`config.mk`:
```
export PLATFORM = sky130hd
export DESIGN_NAME = regfile_wb_arbiter_flat
export DESIGN_NICKNAME = d
export VERILOG_FILES = /design/src/rtl/regfile_wb_arbiter_if.sv /design/src/rtl/regfile_wb_arbiter.sv /design/src/flat_wrapper.sv
export SDC_FILE = /design/constraint.sdc
export NUM_CORES = 1
export LEC_CHECK = 0
export ABC_CLOCK_PERIOD_IN_PS = 5900
export BUFFER_PORTS_ARGS = -buffer_cell sky130_fd_sc_hd__clkbuf_2
export CORE_MARGIN = 1
export CORE_UTILIZATION = 53
export DETAILED_ROUTE_END_ITERATION = 8
export HOLD_SLACK_MARGIN = 0.05
export PLACE_DENSITY = 0.76
export SYNTH_ARGS = -nofsm -noshare
export SYNTH_HDL_FRONTEND = slang
export SYNTH_SLANG_ARGS = --single-unit
```
`constraint.sdc`:
```
create_clock -name clk -period 5.9 [get_ports clk]
set_clock_uncertainty 0.05 [all_clocks]
set_input_delay 0.885 -clock clk [delete_from_list [all_inputs] [get_ports clk]]
set_output_delay 0.885 -clock clk [all_outputs]
set_load 0.03 [all_outputs]
```
`src/rtl/regfile_wb_arbiter_if.sv`:
```
// Bus bundle between the write-back producers/hazard unit and the register-file
// write-back arbiter.
interface regfile_wb_arbiter_if #(
  parameter int DEPTH = 4,
  parameter int AW    = 5,
  parameter int DW    = 32
);
  localparam int CW = $clog2(DEPTH) + 1;

  logic          alu_valid;
  logic [AW-1:0] alu_add;
  logic [DW-1:0] alu_data;
  logic          ld_valid;
  logic [AW-1:0] ld_add;
  logic [DW-1:0] ld_data;
  logic          ld_ready;
  logic          en_write;
  logic [AW-1:0] write_add;
  logic [DW-1:0] write_data;
  logic [AW-1:0] chk_add;
  logic          chk_pend;
  logic [CW-1:0] q_count;

  modport master (
    output alu_valid, alu_add, alu_data, ld_valid, ld_add, ld_data, chk_add,
    input  ld_ready, en_write, write_add, write_data, chk_pend, q_count
  );

  modport slave (
    input  alu_valid, alu_add, alu_data, ld_valid, ld_add, ld_data, chk_add,
    output ld_ready, en_write, write_add, write_data, chk_pend, q_count
  );
endinterface

```
`src/rtl/regfile_wb_arbiter.sv`:
```
// Merges ALU and load write-backs onto the single register-file write port.
// ALU wins; displaced loads wait in an in-order queue that ALU writes can squash.
module regfile_wb_arbiter #(
  parameter int DEPTH = 4,
  parameter int AW    = 5,
  parameter int DW    = 32
) (
  input logic             clk,
  input logic             rst,
  regfile_wb_arbiter_if.slave bus
);
  localparam int PW = $clog2(DEPTH);
  localparam int CW = PW + 1;

  logic [AW-1:0]    r_q_add  [DEPTH];
  logic [DW-1:0]    r_q_data [DEPTH];
  logic [DEPTH-1:0] r_q_vld;
  logic [PW-1:0]    r_head;
  logic [PW-1:0]    r_tail;
  logic [CW-1:0]    r_count;
  logic             r_en_write;
  logic [AW-1:0]    r_write_add;
  logic [DW-1:0]    r_write_data;

  logic          w_ld_ready;
  logic          w_alu_iss;
  logic          w_q_empty;
  logic          w_ld_live;
  logic          w_pop;
  logic          w_bypass;
  logic          w_push;
  logic          w_iss_en;
  logic [AW-1:0] w_iss_add;
  logic [DW-1:0] w_iss_data;
  logic          w_hit;

  assign w_ld_ready = (r_count < CW'(DEPTH));
  assign w_alu_iss  = bus.alu_valid && (bus.alu_add != {AW{1'b0}});
  assign w_q_empty  = (r_count == {CW{1'b0}});
  // A load is live only if accepted, non-zero, and not overwritten by a same-cycle ALU write.
  assign w_ld_live  = bus.ld_valid && w_ld_ready && (bus.ld_add != {AW{1'b0}})
                      && !(w_alu_iss && (bus.ld_add == bus.alu_add));
  assign w_push     = w_ld_live && !w_bypass;

  // Issue selection: ALU, then queue head, then direct load bypass.
  always_comb begin
    w_pop      = 1'b0;
    w_bypass   = 1'b0;
    w_iss_en   = 1'b0;
    w_iss_add  = bus.alu_add;
    w_iss_data = bus.alu_data;
    if (w_alu_iss) begin
      w_iss_en = 1'b1;
    end else if (!w_q_empty) begin
      w_pop      = 1'b1;
      w_iss_en   = r_q_vld[r_head];
      w_iss_add  = r_q_add[r_head];
      w_iss_data = r_q_data[r_head];
    end else if (w_ld_live) begin
      w_bypass   = 1'b1;
      w_iss_en   = 1'b1;
      w_iss_add  = bus.ld_add;
      w_iss_data = bus.ld_data;
    end else begin
      w_iss_en = 1'b0;
    end
  end

  // Hazard lookup across valid queue slots and the write currently on the port.
  always_comb begin
    w_hit = 1'b0;
    for (int i = 0; i < DEPTH; i++) begin
      if (r_q_vld[i] && (r_q_add[i] == bus.chk_add)) begin
        w_hit = 1'b1;
      end else begin
        w_hit = w_hit;
      end
    end
  end

  // Queue storage, pointers and occupancy.
  always_ff @(posedge clk or posedge rst) begin
    if (rst) begin
      for (int i = 0; i < DEPTH; i++) begin
        r_q_add[i]  <= {AW{1'b0}};
        r_q_data[i] <= {DW{1'b0}};
      end
      r_q_vld <= {DEPTH{1'b0}};
      r_head  <= {PW{1'b0}};
      r_tail  <= {PW{1'b0}};
      r_count <= {CW{1'b0}};
    end else begin
      for (int i = 0; i < DEPTH; i++) begin
        if (w_alu_iss && (r_q_add[i] == bus.alu_add)) begin
          r_q_vld[i] <= 1'b0;
        end
      end
      // Squashed slots still pop in order so later loads keep their position.
      if (w_pop) begin
        r_q_vld[r_head] <= 1'b0;
        r_head          <= r_head + PW'(1);
      end
      if (w_push) begin
        r_q_vld[r_tail]  <= 1'b1;
        r_q_add[r_tail]  <= bus.ld_add;
        r_q_data[r_tail] <= bus.ld_data;
        r_tail           <= r_tail + PW'(1);
      end
      case ({w_push, w_pop})
        2'b10:   r_count <= r_count + CW'(1);
        2'b01:   r_count <= r_count - CW'(1);
        default: r_count <= r_count;
      endcase
    end
  end

  // Registered register-file write port; address/data hold when idle.
  always_ff @(posedge clk or posedge rst) begin
    if (rst) begin
      r_en_write   <= 1'b0;
      r_write_add  <= {AW{1'b0}};
      r_write_data <= {DW{1'b0}};
    end else if (w_iss_en) begin
      r_en_write   <= 1'b1;
      r_write_add  <= w_iss_add;
      r_write_data <= w_iss_data;
    end else begin
      r_en_write <= 1'b0;
    end
  end

  assign bus.ld_ready   = w_ld_ready;
  assign bus.en_write   = r_en_write;
  assign bus.write_add  = r_write_add;
  assign bus.write_data = r_write_data;
  assign bus.q_count    = r_count;
  assign bus.chk_pend   = (bus.chk_add != {AW{1'b0}})
                          && (w_hit || (r_en_write && (r_write_add == bus.chk_add)));
endmodule

```
`src/flat_wrapper.sv`:
```
// flat-port wrapper written by rule: the top's interface ports become plain ports
module regfile_wb_arbiter_flat 
#(
  parameter int DEPTH = 4,
  parameter int AW    = 5,
  parameter int DW    = 32
)
  (clk, rst, bus_alu_valid, bus_alu_add, bus_alu_data, bus_ld_valid, bus_ld_add, bus_ld_data, bus_chk_add, bus_ld_ready, bus_en_write, bus_write_add, bus_write_data, bus_chk_pend, bus_q_count);
  regfile_wb_arbiter_if #(.DEPTH(DEPTH), .AW(AW), .DW(DW)) bus_i ();
  input logic clk;
  input logic rst;
  input wire logic [$bits(bus_i.alu_valid)-1:0] bus_alu_valid;
  input wire logic [$bits(bus_i.alu_add)-1:0] bus_alu_add;
  input wire logic [$bits(bus_i.alu_data)-1:0] bus_alu_data;
  input wire logic [$bits(bus_i.ld_valid)-1:0] bus_ld_valid;
  input wire logic [$bits(bus_i.ld_add)-1:0] bus_ld_add;
  input wire logic [$bits(bus_i.ld_data)-1:0] bus_ld_data;
  input wire logic [$bits(bus_i.chk_add)-1:0] bus_chk_add;
  output wire logic [$bits(bus_i.ld_ready)-1:0] bus_ld_ready;
  output wire logic [$bits(bus_i.en_write)-1:0] bus_en_write;
  output wire logic [$bits(bus_i.write_add)-1:0] bus_write_add;
  output wire logic [$bits(bus_i.write_data)-1:0] bus_write_data;
  output wire logic [$bits(bus_i.chk_pend)-1:0] bus_chk_pend;
  output wire logic [$bits(bus_i.q_count)-1:0] bus_q_count;
  assign bus_i.alu_valid = bus_alu_valid;
  assign bus_i.alu_add = bus_alu_add;
  assign bus_i.alu_data = bus_alu_data;
  assign bus_i.ld_valid = bus_ld_valid;
  assign bus_i.ld_add = bus_ld_add;
  assign bus_i.ld_data = bus_ld_data;
  assign bus_i.chk_add = bus_chk_add;
  assign bus_ld_ready = bus_i.ld_ready;
  assign bus_en_write = bus_i.en_write;
  assign bus_write_add = bus_i.write_add;
  assign bus_write_data = bus_i.write_data;
  assign bus_chk_pend = bus_i.chk_pend;
  assign bus_q_count = bus_i.q_count;
  regfile_wb_arbiter #(.DEPTH(DEPTH), .AW(AW), .DW(DW)) u_core (.clk(clk), .rst(rst), .bus(bus_i));
endmodule
```
* Yosys cells after proc, flatten, opt, wreduce, memory -nomap -nowiden *
Cells that the tools add are included.

storage, ports and cells
  bits in registers = 197
  bits of input ports = 83
  output and inout bits = 43
  word-level logic and storage cells = 114

operators by class
  add/subtract/negate cells = 4
  order comparisons = 8
  equality and inequality tests = 12
  mux-type cells = 43
  bitwise operators = 5
  reduce and logical (&&, ||, !) cells = 27

operator list
  operator                                                                       count
  32-bit 2-to-1 mux                                                              6
  128-bit bitwise mux                                                            1
  32-bit binary-select mux with 2-bit select                                     1
  32-bit demux with 2-bit select                                                 1
  5-bit == test                                                                  10
  5-bit 2-to-1 mux                                                               6
  20-bit bitwise mux                                                             1
  1-bit logical AND                                                              19
  1-bit 2-to-1 mux                                                               19
  5-bit nonzero test                                                             3
  5-bit binary-select mux with 2-bit select                                      1
  5-bit demux with 2-bit select                                                  1
  4-bit 2-to-1 mux                                                               2
  3-bit >= comparator (second input constant)                                    2
  2-bit by 3-bit less-than comparator with 1-bit output (second input constant)  2
  2-bit inverter with 3-bit output                                               2
  3-bit case mux with 2 select lines                                             1
  2-bit by 1-bit adder with 2-bit output (second input constant)                 2
  4-bit AND                                                                      1
  1-bit demux with 2-bit select                                                  2
  2-bit by 1-bit >= comparator with 1-bit output (second input constant)         2
  4-bit inverter                                                                 1
  4-bit bitwise OR                                                               1
  3-bit by 1-bit adder with 3-bit output (second input constant)                 1
  10 further kinds                                                               11

* Longest topological paths before layout *
  word-level depth = 12
  gate-level depth with buffers = 12
  gate-level depth less buffers = 10

* Worst setup path before layout *
Ideal clock, no wire load.

  path kind = input to register
  start = input bus_alu_add[0]
  end = register u_core.r_count[2], in the netlist u_core.bus.q_count[2]
  library setup time = 0.132 ns
  arrival = 3.217 ns
  required time = 5.718 ns
  slack = 2.501 ns
  cell stages on the path = 12
  path buffers = 3
  cell sequence = buf_2 or4_4 o21a_1 clkbuf_1 buf_2 nor2_1 ha_1 inv_1 fa_1 xor2_1 nor2_1 xnor2_1

between the ends
  elaborated cells on any way between the ends = 16
  those cells by class = 3 x eq/ne; 5 x mux; 8 x reduce/logical

RTL lines
  item                                                                       RTL line                   text
  from (decl)                                                                flat_wrapper.sv:13         input wire logic [$bits(bus_i.alu_add)-1:0] bus_alu_add;
  5-bit nonzero test *                                                       regfile_wb_arbiter.sv:38   assign w_alu_iss = bus.alu_valid && (bus.alu_add != {AW{1'b0}});
  1-bit logical AND *                                                        regfile_wb_arbiter.sv:38
  1-bit 2-to-1 mux *                                                         regfile_wb_arbiter.sv:52   if (w_alu_iss) begin
  named net u_core.w_pop                                                     regfile_wb_arbiter.sv:29   logic w_pop;
  2-bit by 1-bit == test with 1-bit output or 2-bit == test (tied branches)  regfile_wb_arbiter.sv:109  case ({w_push, w_pop})
  3-bit case mux with 2 select lines or 2-bit nonzero test (tied branches)   n/a
  to (signal assigned)                                                       regfile_wb_arbiter.sv:110  2'b10: r_count <= r_count + CW'(1);
  to (signal assigned)                                                       regfile_wb_arbiter.sv:111  2'b01: r_count <= r_count - CW'(1);
  to (signal assigned)                                                       regfile_wb_arbiter.sv:112  default: r_count <= r_count;
  to (decl)                                                                  regfile_wb_arbiter.sv:20   logic [CW-1:0] r_count;

The timed path passes the listed nets; every way through them passes the cells marked *.
A chain may end at the register's enable or synchronous reset.

* Worst setup path in the final report *
  start = input bus_alu_add[4]
  end = register u_core.r_q_data[85] in the netlist's numbering

between the ends
  word-level cells in the longest chain between the ends = 10
  elaborated cells on any way between the ends = 11
  those cells by class = 1 x eq/ne; 3 x mux; 7 x reduce/logical

RTL lines
  item                             RTL line                   text
  5-bit nonzero test               regfile_wb_arbiter.sv:38
  1-bit logical AND                regfile_wb_arbiter.sv:38
  1-bit logical AND                regfile_wb_arbiter.sv:42   && !(w_alu_iss && (bus.ld_add == bus.alu_add));
  1-bit zero test                  regfile_wb_arbiter.sv:42
  1-bit logical AND                regfile_wb_arbiter.sv:42
  1-bit 2-to-1 mux                 regfile_wb_arbiter.sv:59   end else if (w_ld_live) begin
  1-bit 2-to-1 mux                 regfile_wb_arbiter.sv:54   end else if (!w_q_empty) begin
  1-bit 2-to-1 mux                 regfile_wb_arbiter.sv:52
  1-bit zero test                  regfile_wb_arbiter.sv:43   assign w_push = w_ld_live && !w_bypass;
  1-bit logical AND *              regfile_wb_arbiter.sv:43
  to (signal, indexed assignment)  regfile_wb_arbiter.sv:86   r_q_data[i] <= {DW{1'b0}};
  to (signal, indexed assignment)  regfile_wb_arbiter.sv:106  r_q_data[r_tail] <= bus.ld_data;
  to (decl)                        regfile_wb_arbiter.sv:16   logic [DW-1:0] r_q_data [DEPTH];

Mark *: on every way between the ends. The rest lies on a longest branch, timed or not.

==> metrics.md <==
| Metric | Value |
|---|---|
| # hold bufs at CTS | 0 |
| WP data required | 6.18 ns |
| Worst EP arrival | 4.25 ns |
| Largest family of logic cells by synthesized area | multiplexers |
| Compound-Gate Fraction of Synth Area | 0.132 |
| Seq/Total Area, Yosys | 0.464 |
| Die X | 144 µm |
| Initial antenna violation count | 0 |
| Netlist Area Pre-Place | 10,600 µm² |
| Detail Placement HPWL | 16,300 µm |
| Vias in the first global route | 7,517 |
| Pwr per Cell Area | 574 nW/µm² |
| Hold path endpoint | u_core.r_q_data[62] |
| Total Routing Usage GR | 0.270 |
| Hold Vio Cnt, Final | 0 |
| IO buf count | 125 |
| Hold_sp | u_core.r_q_data[62] |
| CTS sink cnt | 197 |
| I/O pins | 126 |
| Clock Tree Root | clkbuf_16 |
| Vias per cell | 6.33 |
| Worst reg2reg setup slack | 2.66 ns |
| Placed Area | 11,300 µm² |
| Slew of the pin with the lowest slew margin | 1.18 ns |
| Final Cell Area | 12,000 µm² |
| Initial Util | 0.544 |
| Seq cells post-synth | 197 |
| Crit Path Category | in2reg |
| DRT antenna net count | 0 |
| Bufs on Longest Clock Path | 2 |
| Worst hold stages | 1 |
| Die H | 144 µm |
| Final slew viol count | 0 |
| Mean Syn Cell Area | 13.1 µm² |
| Setup crit start | bus_alu_add[4] |
| Worst VDD drop | 0.281 mV |
| DRT iter0 DRCs | 528 |
| N_diodes | 0 |
| Post-cts repair resize count | 0 |
| Post-synthesis xor/xnor area fraction | 0.0453 |
| Grt met2 use | 0.437 |
| RSZ-0062 raised after global routing | false |
| Critical Path End Type | register |
| RR Startpoint | u_core.bus.q_count[2] |
| Post-layout min period | 3.98 ns |
| Yosys cell types | 42 |
| Layout area overhead | 12.7% |
| Most common cell after layout, fill and taps aside | dfrtp_1 |
| GP Congestion | 0.908 |
| Simple-gate share of the synthesized area | 0.0345 |
| Total of warnings raised by yosys | 0 |
| Worst-skew pair later-pin latency | 0.45 ns |
| Most frequent cells in the layout | dfrtp_1, clkbuf_2, mux2_2 |
| Worst R2R Path Depth | 6 |
| CTS tree | done |
| Largest net degree at the start of global routing | 198 |
| Vias | 7,416 |
| FP Rows | 51 |
| Crit start category | input port |
| Synth Instances | 809 |
| Worst reg2reg endpoint | u_core.r_q_data[39] |
| Drc violations | 0 |
| Outcome | completed |
| Max Cap Viol | 0 |
| Synthesized Nets | 902 |
| Core Area | 19,500 µm² |
| Static leakage | 5.35 nW |
| Fin crit share | 0.674 |
| Die ar. | 20,600 µm² |
| Number of buffers created by CTS | 17 |
| H-tree depth | 4 |
| Pre-Repair DR Iteration Count | 7 |
| Grt ovf | 0 |
| Met1 usage | 0.360 |
| Largest fanout on the critical path | 24 |
| Mux cell area share after synthesis | 0.268 |
| Fmax | 252 MHz |
| First-pass GRT wire length | 41,800 µm |
| Worst-path clk slew | 0.07 ns |
| Met3 Use GR | 0.0530 |
| Final setup violating endpoints | 0 |
| Total detailed-routing wirelength | 26,200 µm |
| Slew headroom | 0.213 |
| Hold Path Class | reg2reg |
| Post-CTS setup buffer count | 0 |
| Synth Area in Adders | 0.0125 |
| Total Neg Setup Slack | 0 ns |
| Grt peak-use layer | met2 |
| DR WL/cell | 22.3 µm |
| Total Nets Final | 986 |
| Layout cells sized above 1 | 0.418 |
-- cell type report --
cell class | instances | area [µm²]
Tap cell | 265 | 332
Clock inverter | 14 | 194
Clock buffer | 18 | 439
Sequential cell | 197 | 4930
Timing Repair Buffer | 144 | 781
Inverter | 15 | 60.1
Multi-Input combinational cell | 518 | 5240
Fill cell | 1538 | 7550
-- critical path, stage by stage --
cell and delay (ns):
clkbuf_2 0.18, or4_4 0.59, o21ai_4 0.57, buf_4 0.37
nand2_1 0.21, nand3_2 0.64, buf_4 0.41, mux2_2 0.37
-- sequential cells by signal, indices dropped and copies added, names as in the netlist --
signal,count
u_core.r_q_data,128
u_core.bus.write_data,32
u_core.r_q_add,20
u_core.bus.write_add,5
u_core.r_q_vld,4
u_core.bus.q_count,3
u_core.r_head,2
u_core.r_tail,2
u_core.bus.en_write,1
-- power breakdown --
part	leakage [nW]	switching [mW]	internal [mW]
sequential	2.37	0.512	2.03
clock	0.307	0.566	0.695
combinational	2.67	1.49	1.58
-- synth_stat cells --
library cell,number,area (µm²)
dfrtp_1,197,4930
mux2_2,80,901
mux2_4,76,1140
a21oi_1,69,345
clkbuf_1,49,184
o311ai_0,37,324
mux4_2,33,743
xor2_1,33,289
a211oi_1,32,240
a221o_1,32,320
xnor2_1,22,193
nand2_1,20,75.1
inv_1,15,56.3
nand3_1,15,75.1
buf_6,13,146
buf_2,9,45.0
ha_1,9,113
nand4_1,9,56.3
buf_1,6,22.5
mux2i_1,6,60.1
nor3_1,6,30.0
a31oi_1,5,31.3
nor4_1,5,31.3
o221ai_1,5,43.8
nand3_2,4,40.0
buf_4,2,15.0
nor2_1,2,7.51
o21a_1,2,15.0
or3_1,2,12.5
or4_1,2,15.0
and2_1,1,6.26
fa_1,1,20.0
nor2b_1,1,6.26
o211a_1,1,10.0
o211ai_1,1,7.51
o21ai_0,1,5.00
o21ai_1,1,5.00
o21ai_4,1,16.3
o22a_1,1,8.76
o31a_4,1,17.5
o31ai_1,1,7.51
or4_4,1,11.3
-- kinds of logic (layout without fill, tap and decap cells) --
family | count (synthesis) | in the layout
flops | 197 | 197
mux | 195 | 195
compound gates | 190 | 190
buf+inv | 94 | 191
simple gates | 68 | 68
xor+xnor | 55 | 55
fa+ha+maj | 10 | 10
-- worst max-delay path by stage --
stage | to | slack (ns) | depth (start not counted)
2_1_floorplan | u_core.bus.en_write | 2.42 | 1
3_3_place_gp | u_core.r_q_add[9] | 1.61 | 8
3_5_place_dp | u_core.r_q_add[9] | 1.51 | 8
4_1_cts | u_core.r_q_add[9] | 1.98 | 8
5_1_grt | u_core.r_q_data[85] | 1.79 | 8
6_report | u_core.r_q_data[85] | 1.92 | 8
-- stage by stage --
step / power [mW] / util / worst slack [ns] / cells / hold WS [ns]
4_1_cts: 6.88 / 0.613 / 1.98 / 1171 / 0.454
5_1_grt: 7.23 / 0.613 / 1.79 / 1171 / 0.461
3_3_place_gp: 5.49 / 0.581 / 1.61 / 1139 / 0.432
3_5_place_dp: 5.58 / 0.581 / 1.51 / 1139 / 0.437
6_report: 6.87 / 0.613 / 1.92 / 1171 / 0.452
2_1_floorplan: 4.85 / - / 2.42 / 809 / 0.424
-- layer usage --
layer | up-vias | wire length, µm
li1 | 3263 | -
met1 | 3810 | 11400
met2 | 286 | 12700
met3 | 57 | 1450
met4 | 0 | 646
met5 | - | 0
Note: power is estimated with default switching activity, not from simulation.
